### config.mk
export PLATFORM = sky130hd
export DESIGN_NAME = mem_port_arbiter_flat
export DESIGN_NICKNAME = d
export VERILOG_FILES = /design/src/rtl/mem_arb_pkg.sv /design/src/rtl/mem_port_arbiter_if.sv /design/src/rtl/arb_starve_counter.sv /design/src/rtl/mem_port_arbiter.sv /design/src/flat_wrapper.sv
export SDC_FILE = /design/constraint.sdc
export NUM_CORES = 1
export LEC_CHECK = 0
export CORE_AREA = 2 2 116 118
export DETAILED_ROUTE_END_ITERATION = 8
export DIE_AREA = 0 0 118 120
export GPL_ROUTABILITY_DRIVEN = 0
export HOLD_SLACK_MARGIN = 0.1
export PLACE_DENSITY_LB_ADDON = 0.25
export SLEW_MARGIN = 20
export SYNTH_ARGS = -nofsm -noshare
export SYNTH_HDL_FRONTEND = slang
export SYNTH_SLANG_ARGS = --single-unit
### constraint.sdc
create_clock -name clk_i -period 5.55 [get_ports clk_i]
set_input_delay 1.11 -clock clk_i [delete_from_list [all_inputs] [get_ports clk_i]]
set_output_delay 1.11 -clock clk_i [all_outputs]
set_load 0.02 [all_outputs]
### src/rtl/mem_arb_pkg.sv
`default_nettype none
// ============================================================================
// Module   : mem_arb_pkg
// Purpose  : Shared types and default widths for the instruction/data TCM
//            port arbiter (mem_port_arbiter).
// Contents : owner_e   - which requester owns the read data returning next
//                        cycle
//            c_def_data_w / c_def_strb_w - default data and byte-strobe widths
//            strb_width() - byte-strobe width for a given data width
// Revision : 1.0 - initial release
// ============================================================================
package mem_arb_pkg;

  localparam int unsigned c_def_data_w = 32;
  localparam int unsigned c_def_strb_w = c_def_data_w / 8;

  // Owner of the response that the memory delivers one cycle after a grant.
  typedef enum logic [1:0] {
    OWN_NONE  = 2'd0,
    OWN_INSTR = 2'd1,
    OWN_DATA  = 2'd2
  } owner_e;

  function automatic int unsigned strb_width(input int unsigned data_w);
    return data_w / 8;
  endfunction

endpackage
`default_nettype wire

### src/rtl/mem_port_arbiter_if.sv
`default_nettype none
// ============================================================================
// Module   : mem_port_arbiter_if
// Purpose  : Bundles the instruction-fetch port, the data port, the single
//            memory port and the conflict counter of mem_port_arbiter.
// Modports : slave  - the arbiter (consumes requests, drives memory side)
//            master - the environment (pipeline requesters and memory)
// Params   : ADDR_W - address width, DATA_W - data width (strobes DATA_W/8)
// Revision : 1.0 - initial release
// ============================================================================
interface mem_port_arbiter_if
  import mem_arb_pkg::*;
#(
  parameter int unsigned ADDR_W = 32,
  parameter int unsigned DATA_W = c_def_data_w
);
  localparam int unsigned STRB_W = strb_width(DATA_W);

  // Instruction fetch port
  logic              ireq_valid_i;
  logic [ADDR_W-1:0] ireq_addr_i;
  logic              ireq_ready_o;
  logic              iresp_valid_o;
  logic [DATA_W-1:0] iresp_data_o;

  // Data (load/store) port
  logic              dreq_valid_i;
  logic [ADDR_W-1:0] dreq_addr_i;
  logic [STRB_W-1:0] dreq_wr_i;
  logic [DATA_W-1:0] dreq_data_i;
  logic              dreq_ready_o;
  logic              dresp_valid_o;
  logic [DATA_W-1:0] dresp_data_o;

  // Single memory port
  logic [ADDR_W-1:0] mem_addr_o;
  logic [DATA_W-1:0] mem_data_o;
  logic [STRB_W-1:0] mem_wr_o;
  logic [DATA_W-1:0] mem_data_i;

  // Statistics
  logic [31:0]       conflict_cnt_o;

  modport slave (
    input  ireq_valid_i, ireq_addr_i,
    output ireq_ready_o, iresp_valid_o, iresp_data_o,
    input  dreq_valid_i, dreq_addr_i, dreq_wr_i, dreq_data_i,
    output dreq_ready_o, dresp_valid_o, dresp_data_o,
    output mem_addr_o, mem_data_o, mem_wr_o,
    input  mem_data_i,
    output conflict_cnt_o
  );

  modport master (
    output ireq_valid_i, ireq_addr_i,
    input  ireq_ready_o, iresp_valid_o, iresp_data_o,
    output dreq_valid_i, dreq_addr_i, dreq_wr_i, dreq_data_i,
    input  dreq_ready_o, dresp_valid_o, dresp_data_o,
    input  mem_addr_o, mem_data_o, mem_wr_o,
    output mem_data_i,
    input  conflict_cnt_o
  );

endinterface
`default_nettype wire

### src/rtl/arb_starve_counter.sv
`default_nettype none
// ============================================================================
// Module   : arb_starve_counter
// Purpose  : Counts consecutive cycles in which the instruction port is
//            requesting but not granted. Once the count reaches STARVE_LIMIT,
//            force_grant requests that the next cycle go to the instruction
//            port regardless of data traffic. Used only when the arbiter is
//            built with ARB_STARVE_GUARD_EN.
// Ports    : clk_i, rst_i (async, active-high)
//            ireq_valid  - instruction request present this cycle
//            instr_grant - instruction request granted this cycle
//            force_grant - instruction port must win this cycle
// Revision : 1.0 - initial release
// ============================================================================
module arb_starve_counter #(
  parameter int unsigned STARVE_LIMIT = 4
) (
  input  wire logic clk_i,
  input  wire logic rst_i,
  input  wire logic ireq_valid,
  input  wire logic instr_grant,
  output logic      force_grant
);

  localparam int unsigned CNT_W = $clog2(STARVE_LIMIT + 1);
  localparam logic [CNT_W-1:0] c_limit = CNT_W'(STARVE_LIMIT);

  logic [CNT_W-1:0] r_cnt;

  always_ff @(posedge clk_i or posedge rst_i) begin
    if (rst_i) begin
      r_cnt <= '0;
    end else if (!ireq_valid || instr_grant) begin
      r_cnt <= '0;
    end else if (r_cnt != c_limit) begin
      r_cnt <= r_cnt + 1'b1;
    end
  end

  // The count can only sit at the limit while the fetch is still waiting,
  // but qualifying with ireq_valid keeps a dropped request from winning.
  assign force_grant = ireq_valid && (r_cnt == c_limit);

endmodule
`default_nettype wire

### src/rtl/mem_port_arbiter.sv
`default_nettype none
// ============================================================================
// Module   : mem_port_arbiter
// Purpose  : Shares one single-ported synchronous byte-strobed TCM between the
//            instruction-fetch and data ports. One grant per cycle, data port
//            has fixed priority; read data returns to its owner one cycle
//            after the grant.
// Ports    : clk_i, rst_i (async, active-high)
//            bus (mem_port_arbiter_if.slave): ireq_*, iresp_*, dreq_*,
//            dresp_*, mem_*, conflict_cnt_o
// Options  : ARB_STARVE_GUARD_EN - after STARVE_LIMIT consecutive denied
//            fetch cycles, the next cycle is granted to the fetch port even
//            when a data request is present.
// Revision : 1.0 - initial release
// ============================================================================
module mem_port_arbiter
  import mem_arb_pkg::*;
#(
  parameter int unsigned ADDR_W       = 32,
  parameter int unsigned DATA_W       = c_def_data_w,
  parameter int unsigned STARVE_LIMIT = 4
) (
  input  wire logic       clk_i,
  input  wire logic       rst_i,
  mem_port_arbiter_if.slave bus
);

  localparam int unsigned STRB_W = strb_width(DATA_W);

  owner_e              r_owner;
  owner_e              w_owner_nxt;
  logic [ADDR_W-1:0]   r_last_addr;
  logic [31:0]         r_conflict_cnt;

  logic                w_force;
  logic                w_igrant;
  logic                w_dgrant;
  logic [ADDR_W-1:0]   w_mem_addr;
  logic [DATA_W-1:0]   w_mem_data;
  logic [STRB_W-1:0]   w_mem_wr;

`ifdef ARB_STARVE_GUARD_EN
  arb_starve_counter #(
    .STARVE_LIMIT (STARVE_LIMIT)
  ) u_starve (
    .clk_i       (clk_i),
    .rst_i       (rst_i),
    .ireq_valid  (bus.ireq_valid_i),
    .instr_grant (w_igrant),
    .force_grant (w_force)
  );
`else
  // Strict data priority; STARVE_LIMIT has no effect in this build.
  assign w_force = 1'b0 & (STARVE_LIMIT == 0);
`endif

  // Grant selection. Everything is held off while reset is asserted so the
  // memory sees no access and the requesters see no acceptance.
  always_comb begin
    w_igrant = 1'b0;
    w_dgrant = 1'b0;
    if (!rst_i) begin
      if (w_force && bus.ireq_valid_i) begin
        w_igrant = 1'b1;
      end else if (bus.dreq_valid_i) begin
        w_dgrant = 1'b1;
      end else if (bus.ireq_valid_i) begin
        w_igrant = 1'b1;
      end
    end
  end

  // Memory-side drive and next response owner.
  always_comb begin
    w_mem_addr  = r_last_addr;
    w_mem_data  = '0;
    w_mem_wr    = '0;
    w_owner_nxt = OWN_NONE;
    if (rst_i) begin
      w_mem_addr = '0;
    end else if (w_dgrant) begin
      w_mem_addr  = bus.dreq_addr_i;
      w_mem_data  = bus.dreq_data_i;
      w_mem_wr    = bus.dreq_wr_i;
      // Stores produce no response.
      w_owner_nxt = (bus.dreq_wr_i == '0) ? OWN_DATA : OWN_NONE;
    end else if (w_igrant) begin
      w_mem_addr  = bus.ireq_addr_i;
      w_owner_nxt = OWN_INSTR;
    end
  end

  always_ff @(posedge clk_i or posedge rst_i) begin
    if (rst_i) begin
      r_owner     <= OWN_NONE;
      r_last_addr <= '0;
    end else begin
      r_owner     <= w_owner_nxt;
      r_last_addr <= w_mem_addr;
    end
  end

  always_ff @(posedge clk_i or posedge rst_i) begin
    if (rst_i) begin
      r_conflict_cnt <= '0;
    end else if (bus.ireq_valid_i && bus.dreq_valid_i && (r_conflict_cnt != '1)) begin
      r_conflict_cnt <= r_conflict_cnt + 32'd1;
    end
  end

  assign bus.ireq_ready_o   = w_igrant;
  assign bus.dreq_ready_o   = w_dgrant;
  assign bus.mem_addr_o     = w_mem_addr;
  assign bus.mem_data_o     = w_mem_data;
  assign bus.mem_wr_o       = w_mem_wr;

  // The memory returns data one cycle after the address; r_owner says whose
  // it is. Both data outputs follow the memory, only the valid is steered.
  assign bus.iresp_valid_o  = (r_owner == OWN_INSTR);
  assign bus.dresp_valid_o  = (r_owner == OWN_DATA);
  assign bus.iresp_data_o   = bus.mem_data_i;
  assign bus.dresp_data_o   = bus.mem_data_i;

  assign bus.conflict_cnt_o = r_conflict_cnt;

endmodule
`default_nettype wire

### src/flat_wrapper.sv
// flat-port wrapper written by rule: the top's interface ports become plain ports
module mem_port_arbiter_flat import mem_arb_pkg::*;
#(
  parameter int unsigned ADDR_W       = 32,
  parameter int unsigned DATA_W       = c_def_data_w,
  parameter int unsigned STARVE_LIMIT = 4
)
  (clk_i, rst_i, bus_ireq_valid_i, bus_ireq_addr_i, bus_ireq_ready_o, bus_iresp_valid_o, bus_iresp_data_o, bus_dreq_valid_i, bus_dreq_addr_i, bus_dreq_wr_i, bus_dreq_data_i, bus_dreq_ready_o, bus_dresp_valid_o, bus_dresp_data_o, bus_mem_addr_o, bus_mem_data_o, bus_mem_wr_o, bus_mem_data_i, bus_conflict_cnt_o);
  mem_port_arbiter_if #(.ADDR_W(ADDR_W), .DATA_W(DATA_W)) bus_i ();
  input  wire logic clk_i;
  input  wire logic rst_i;
  input wire logic [$bits(bus_i.ireq_valid_i)-1:0] bus_ireq_valid_i;
  input wire logic [$bits(bus_i.ireq_addr_i)-1:0] bus_ireq_addr_i;
  output wire logic [$bits(bus_i.ireq_ready_o)-1:0] bus_ireq_ready_o;
  output wire logic [$bits(bus_i.iresp_valid_o)-1:0] bus_iresp_valid_o;
  output wire logic [$bits(bus_i.iresp_data_o)-1:0] bus_iresp_data_o;
  input wire logic [$bits(bus_i.dreq_valid_i)-1:0] bus_dreq_valid_i;
  input wire logic [$bits(bus_i.dreq_addr_i)-1:0] bus_dreq_addr_i;
  input wire logic [$bits(bus_i.dreq_wr_i)-1:0] bus_dreq_wr_i;
  input wire logic [$bits(bus_i.dreq_data_i)-1:0] bus_dreq_data_i;
  output wire logic [$bits(bus_i.dreq_ready_o)-1:0] bus_dreq_ready_o;
  output wire logic [$bits(bus_i.dresp_valid_o)-1:0] bus_dresp_valid_o;
  output wire logic [$bits(bus_i.dresp_data_o)-1:0] bus_dresp_data_o;
  output wire logic [$bits(bus_i.mem_addr_o)-1:0] bus_mem_addr_o;
  output wire logic [$bits(bus_i.mem_data_o)-1:0] bus_mem_data_o;
  output wire logic [$bits(bus_i.mem_wr_o)-1:0] bus_mem_wr_o;
  input wire logic [$bits(bus_i.mem_data_i)-1:0] bus_mem_data_i;
  output wire logic [$bits(bus_i.conflict_cnt_o)-1:0] bus_conflict_cnt_o;
  assign bus_i.ireq_valid_i = bus_ireq_valid_i;
  assign bus_i.ireq_addr_i = bus_ireq_addr_i;
  assign bus_ireq_ready_o = bus_i.ireq_ready_o;
  assign bus_iresp_valid_o = bus_i.iresp_valid_o;
  assign bus_iresp_data_o = bus_i.iresp_data_o;
  assign bus_i.dreq_valid_i = bus_dreq_valid_i;
  assign bus_i.dreq_addr_i = bus_dreq_addr_i;
  assign bus_i.dreq_wr_i = bus_dreq_wr_i;
  assign bus_i.dreq_data_i = bus_dreq_data_i;
  assign bus_dreq_ready_o = bus_i.dreq_ready_o;
  assign bus_dresp_valid_o = bus_i.dresp_valid_o;
  assign bus_dresp_data_o = bus_i.dresp_data_o;
  assign bus_mem_addr_o = bus_i.mem_addr_o;
  assign bus_mem_data_o = bus_i.mem_data_o;
  assign bus_mem_wr_o = bus_i.mem_wr_o;
  assign bus_i.mem_data_i = bus_mem_data_i;
  assign bus_conflict_cnt_o = bus_i.conflict_cnt_o;
  mem_port_arbiter #(.ADDR_W(ADDR_W), .DATA_W(DATA_W), .STARVE_LIMIT(STARVE_LIMIT)) u_core (.clk_i(clk_i), .rst_i(rst_i), .bus(bus_i));
endmodule
==> summary.md <==
| Metric | Value |
|---|---|
| Lkg Pwr | 2.52 nW |
| Core box area | between 10000 and 15000 um2 |
| Crit path time final | 4280 ps |
| Synth area leaders | dfrtp_1 (42%), buf_4 (12%), mux2i_1 (8.1%) |
| Share of cells above drive strength 1 | 0.0511 |
| Reg2Reg Depth | 6 |
| Number of synthesis warnings | 0 |
| Finish-stage setup viols | 0 |
| Tightest Hold Check Type | reg2reg |
| Type of the worst setup path | in2out |
| Postcts setup bufs | 0 |
| Cell area power density | approximately 260 nW/um2 |
| Initial Util | 0.305 |
| HPWL Detailed | approximately 9.2 mm |
| GR Overflow Total | 0 |
| Power share of the clock group | 0.410 |
| R2R Path Start | u_core.bus.conflict_cnt_o[0] |
| First-pass GRT wire length | roughly 19 mm |
| Clock Tree Root | clkbuf_16 |
| Via count | between 3000 and 4000 |
| Primary FF master, synth | dfrtp_1 |
| Fill count | between 1000 and 1500 |
| Htree depth | 3 |
| All-Layer GR Usage | 0.168 |
| Clock Latency Late Sink | 330 ps |
| Vias in the first global route | roughly 3600 |
| Nets@finish | around 700 |
| Synth top area share | 0.418 |
| Max VDD drop | ~0.00014 V |
| Port Buffers | about 210 |
| CTS Buf Count | 9 |
| Critical path endpoint | bus_mem_addr_o[30] |
| Cells after Synth | 426 |
| Post-CTS Hold Buffers | 0 |
| Mapped Avg Cell Area | between 9 and 10 um2 |
| Leading area contributor after synthesis | dfrtp_1 |
| Clock Path Buffers | 2 |
| Worst flop-to-flop path endpoint | u_core.bus.conflict_cnt_o[1] |
| Initial DRT Pass Iterations | 4 |
| Worst Setup End Kind | output pin |
| Die Wd | approximately 120 um |
| Clk sinks | 66 |
| Worst-path clk slew | 60 ps |
| CP startpoint kind | input pin |
| Seq/Total Area, Yosys | 0.418 |
| Area grow syn2layout | 52.6% |
| RSZ-0062 raised after global routing | false |
| Drt wl/cell | ~16 um |
| Max Fanout on Critical Path | 30 |
| Antenna-violating nets left | 0 |
| Sw Share | 0.259 |
| Syn nets | around 560 |
| Synth Area in Compound Gates | 0.0573 |
| #FFs+latches synth | between 60 and 70 |
| Largest net degree at the start of global routing | 70 |
| Via/cell ratio | between 4 and 5 |
| Post-Synthesis Cell Area | 3960 um2 |
| Largest family of logic cells by synthesized area | simple AND/OR/NAND/NOR gates |
| Slew Limit Headroom | 0.363 |
| Wirelength, routed | about 12 mm |
| Skew final | around 8.7 ps |
| Commonest non-fill, non-tap cell in the layout | clkdlybuf4s50_1 |
| DRC | 0 |
| Synth cell types | 35 |
| Die height | approximately 120 um |
| Pwr Total | approximately 1.5 mW |
| Status | finished clean |
| Seq pwr share | 0.355 |
| Internal power | ~1.1 mW |
| Final hold vios | 0 |
| Ys async rst share | 1.00 |
| Number of max-cap violations | 0 |
| Simple-Gate Fraction of Synth Area | 0.226 |
| Least-Margin Pin Slew | 955 ps |
| Commonest non-fill, non-tap cells in the layout | clkdlybuf4s50_1 (205), nor2_1 (68), dfrtp_1 (66) |
| Initial antenna violation count | 0 |
| Post-CTS sizing | 0 |
| P_sw | between 300 and 400 uW |
| Mux contribution to synthesized area | 0.0838 |
| Critical Path RT | 4440 ps |
| Slew Limit Fails | 0 |
| Period utilization | 0.771 |
| XOR/XNOR share of the synthesized area | 0.0664 |
| Reg2Reg Setup Slack | 3110 ps |
| Row cnt | 42 |
| Crit. Startpoint | bus_ireq_valid_i |
| Fmax | approximately 0.23 GHz |
| Die ar. | 14200 um2 |
| Comb pwr share | 0.235 |
| Hold path depth | 1 |
| Iter 0 DRT Violations | between 100 and 150 |
| Setup TNS | 0 ps |
| I/O pin total | a little over 300 |
| Adder-cell area share of the yosys netlist | 0.00316 |
| Number of diodes | 0 |
| CTS tree | done |
| Post-synth EDFFs | 0 |
| CP arrival | 3170 ps |
critical path: stages:
cell and delay (ps):
buf_2 700, buf_4 310, mux2i_1 210, nor2_1 60
a21oi_1 140, nor2_1 70, clkdlybuf4s50_1 560
state kept, by name, summed over array words and instances (netlist names):
register                   cells
u_core.bus.conflict_cnt_o     32
u_core.r_last_addr            32
u_core.r_owner                 2
worst min-delay path by stage:
| stage | slack [ps] | end | startpoint |
|---|---|---|---|
| 4_1_cts | 520 | u_core.bus.conflict_cnt_o[7] | u_core.bus.conflict_cnt_o[7] |
| 2_1_floorplan | 590 | u_core.bus.conflict_cnt_o[5] | u_core.bus.conflict_cnt_o[5] |
| 3_5_place_dp | 510 | u_core.bus.conflict_cnt_o[17] | u_core.bus.conflict_cnt_o[17] |
| 5_1_grt | 530 | u_core.bus.conflict_cnt_o[7] | u_core.bus.conflict_cnt_o[7] |
| 3_3_place_gp | 490 | u_core.bus.conflict_cnt_o[5] | u_core.bus.conflict_cnt_o[5] |
| 6_report | 520 | u_core.bus.conflict_cnt_o[17] | u_core.bus.conflict_cnt_o[17] |
layer usage:
| metal | track usage | routed length, um | up-vias | part of all wire |
|---|---|---|---|---|
| met5 | 0 | 0 | - | 0 |
| met4 | 0.102 | 438 | 0 | 0.036 |
| met2 | 0.312 | 6350 | 157 | 0.53 |
| met1 | 0.166 | 4290 | 1578 | 0.36 |
| li1 | - | - | 1643 | - |
| met3 | 0.0466 | 959 | 32 | 0.080 |
synthesized netlist by cell type, types with 2 or more instances:
| cell type | count |
|---|---|
| a21oi_1 | 32 |
| and2_1 | 40 |
| and3_1 | 7 |
| and4_1 | 2 |
| buf_1 | 2 |
| buf_2 | 3 |
| buf_4 | 65 |
| clkbuf_1 | 15 |
| dfrtp_1 | 66 |
| inv_1 | 3 |
| mux2i_1 | 32 |
| nand2_1 | 5 |
| nand3_1 | 20 |
| nand4_1 | 14 |
| nor2_1 | 68 |
| nor2b_1 | 3 |
| nor3b_1 | 2 |
| nor4_1 | 2 |
| xnor2_1 | 26 |
| xor2_1 | 4 |
metrics by stage:
step                utilization  hold slack, ps  instances  worst slack, ps  area [um2]
global placement          0.440             487        729             1270        5710
finish                    0.465             517        743             1270        6030
floorplan                     -             593        426             2190        3960
detailed placement        0.440             505        729             1240        5710
CTS                       0.465             518        743             1220        6030
global route              0.465             534        743             1150        6030
power by group through the flow:
stage / Clock [mW] / Sequential (mW) / Combinational (mW)
after detailed placement: 0 / 0.554 / 0.367
after floorplan: 0 / 0.572 / 0.211
after global routing: 0.670 / 0.551 / 0.388
after global placement: 0 / 0.552 / 0.365
after CTS: 0.647 / 0.546 / 0.369
final: 0.632 / 0.547 / 0.362
cells by family (layout without fill, tap and decap cells):
family	count (synthesis)	after routing
xor+xnor	30	30
mux	33	33
flops	66	66
fa+ha+maj	1	1
buf+inv	88	229
compound gates	38	38
simple gates	170	170
cell type report:
class	instances	area [um2]	area share
timing repair buffer	212	2100	0.348
multi-input combinational	272	1730	0.286
sequential	66	1650	0.274
clock buffer	11	233	0.0386
tap	176	220	0.0365
clock inverter	3	90.1	0.0149
inverter	3	12.5	0.00207
No activity file was read; power rests on OpenSTA's default activity.
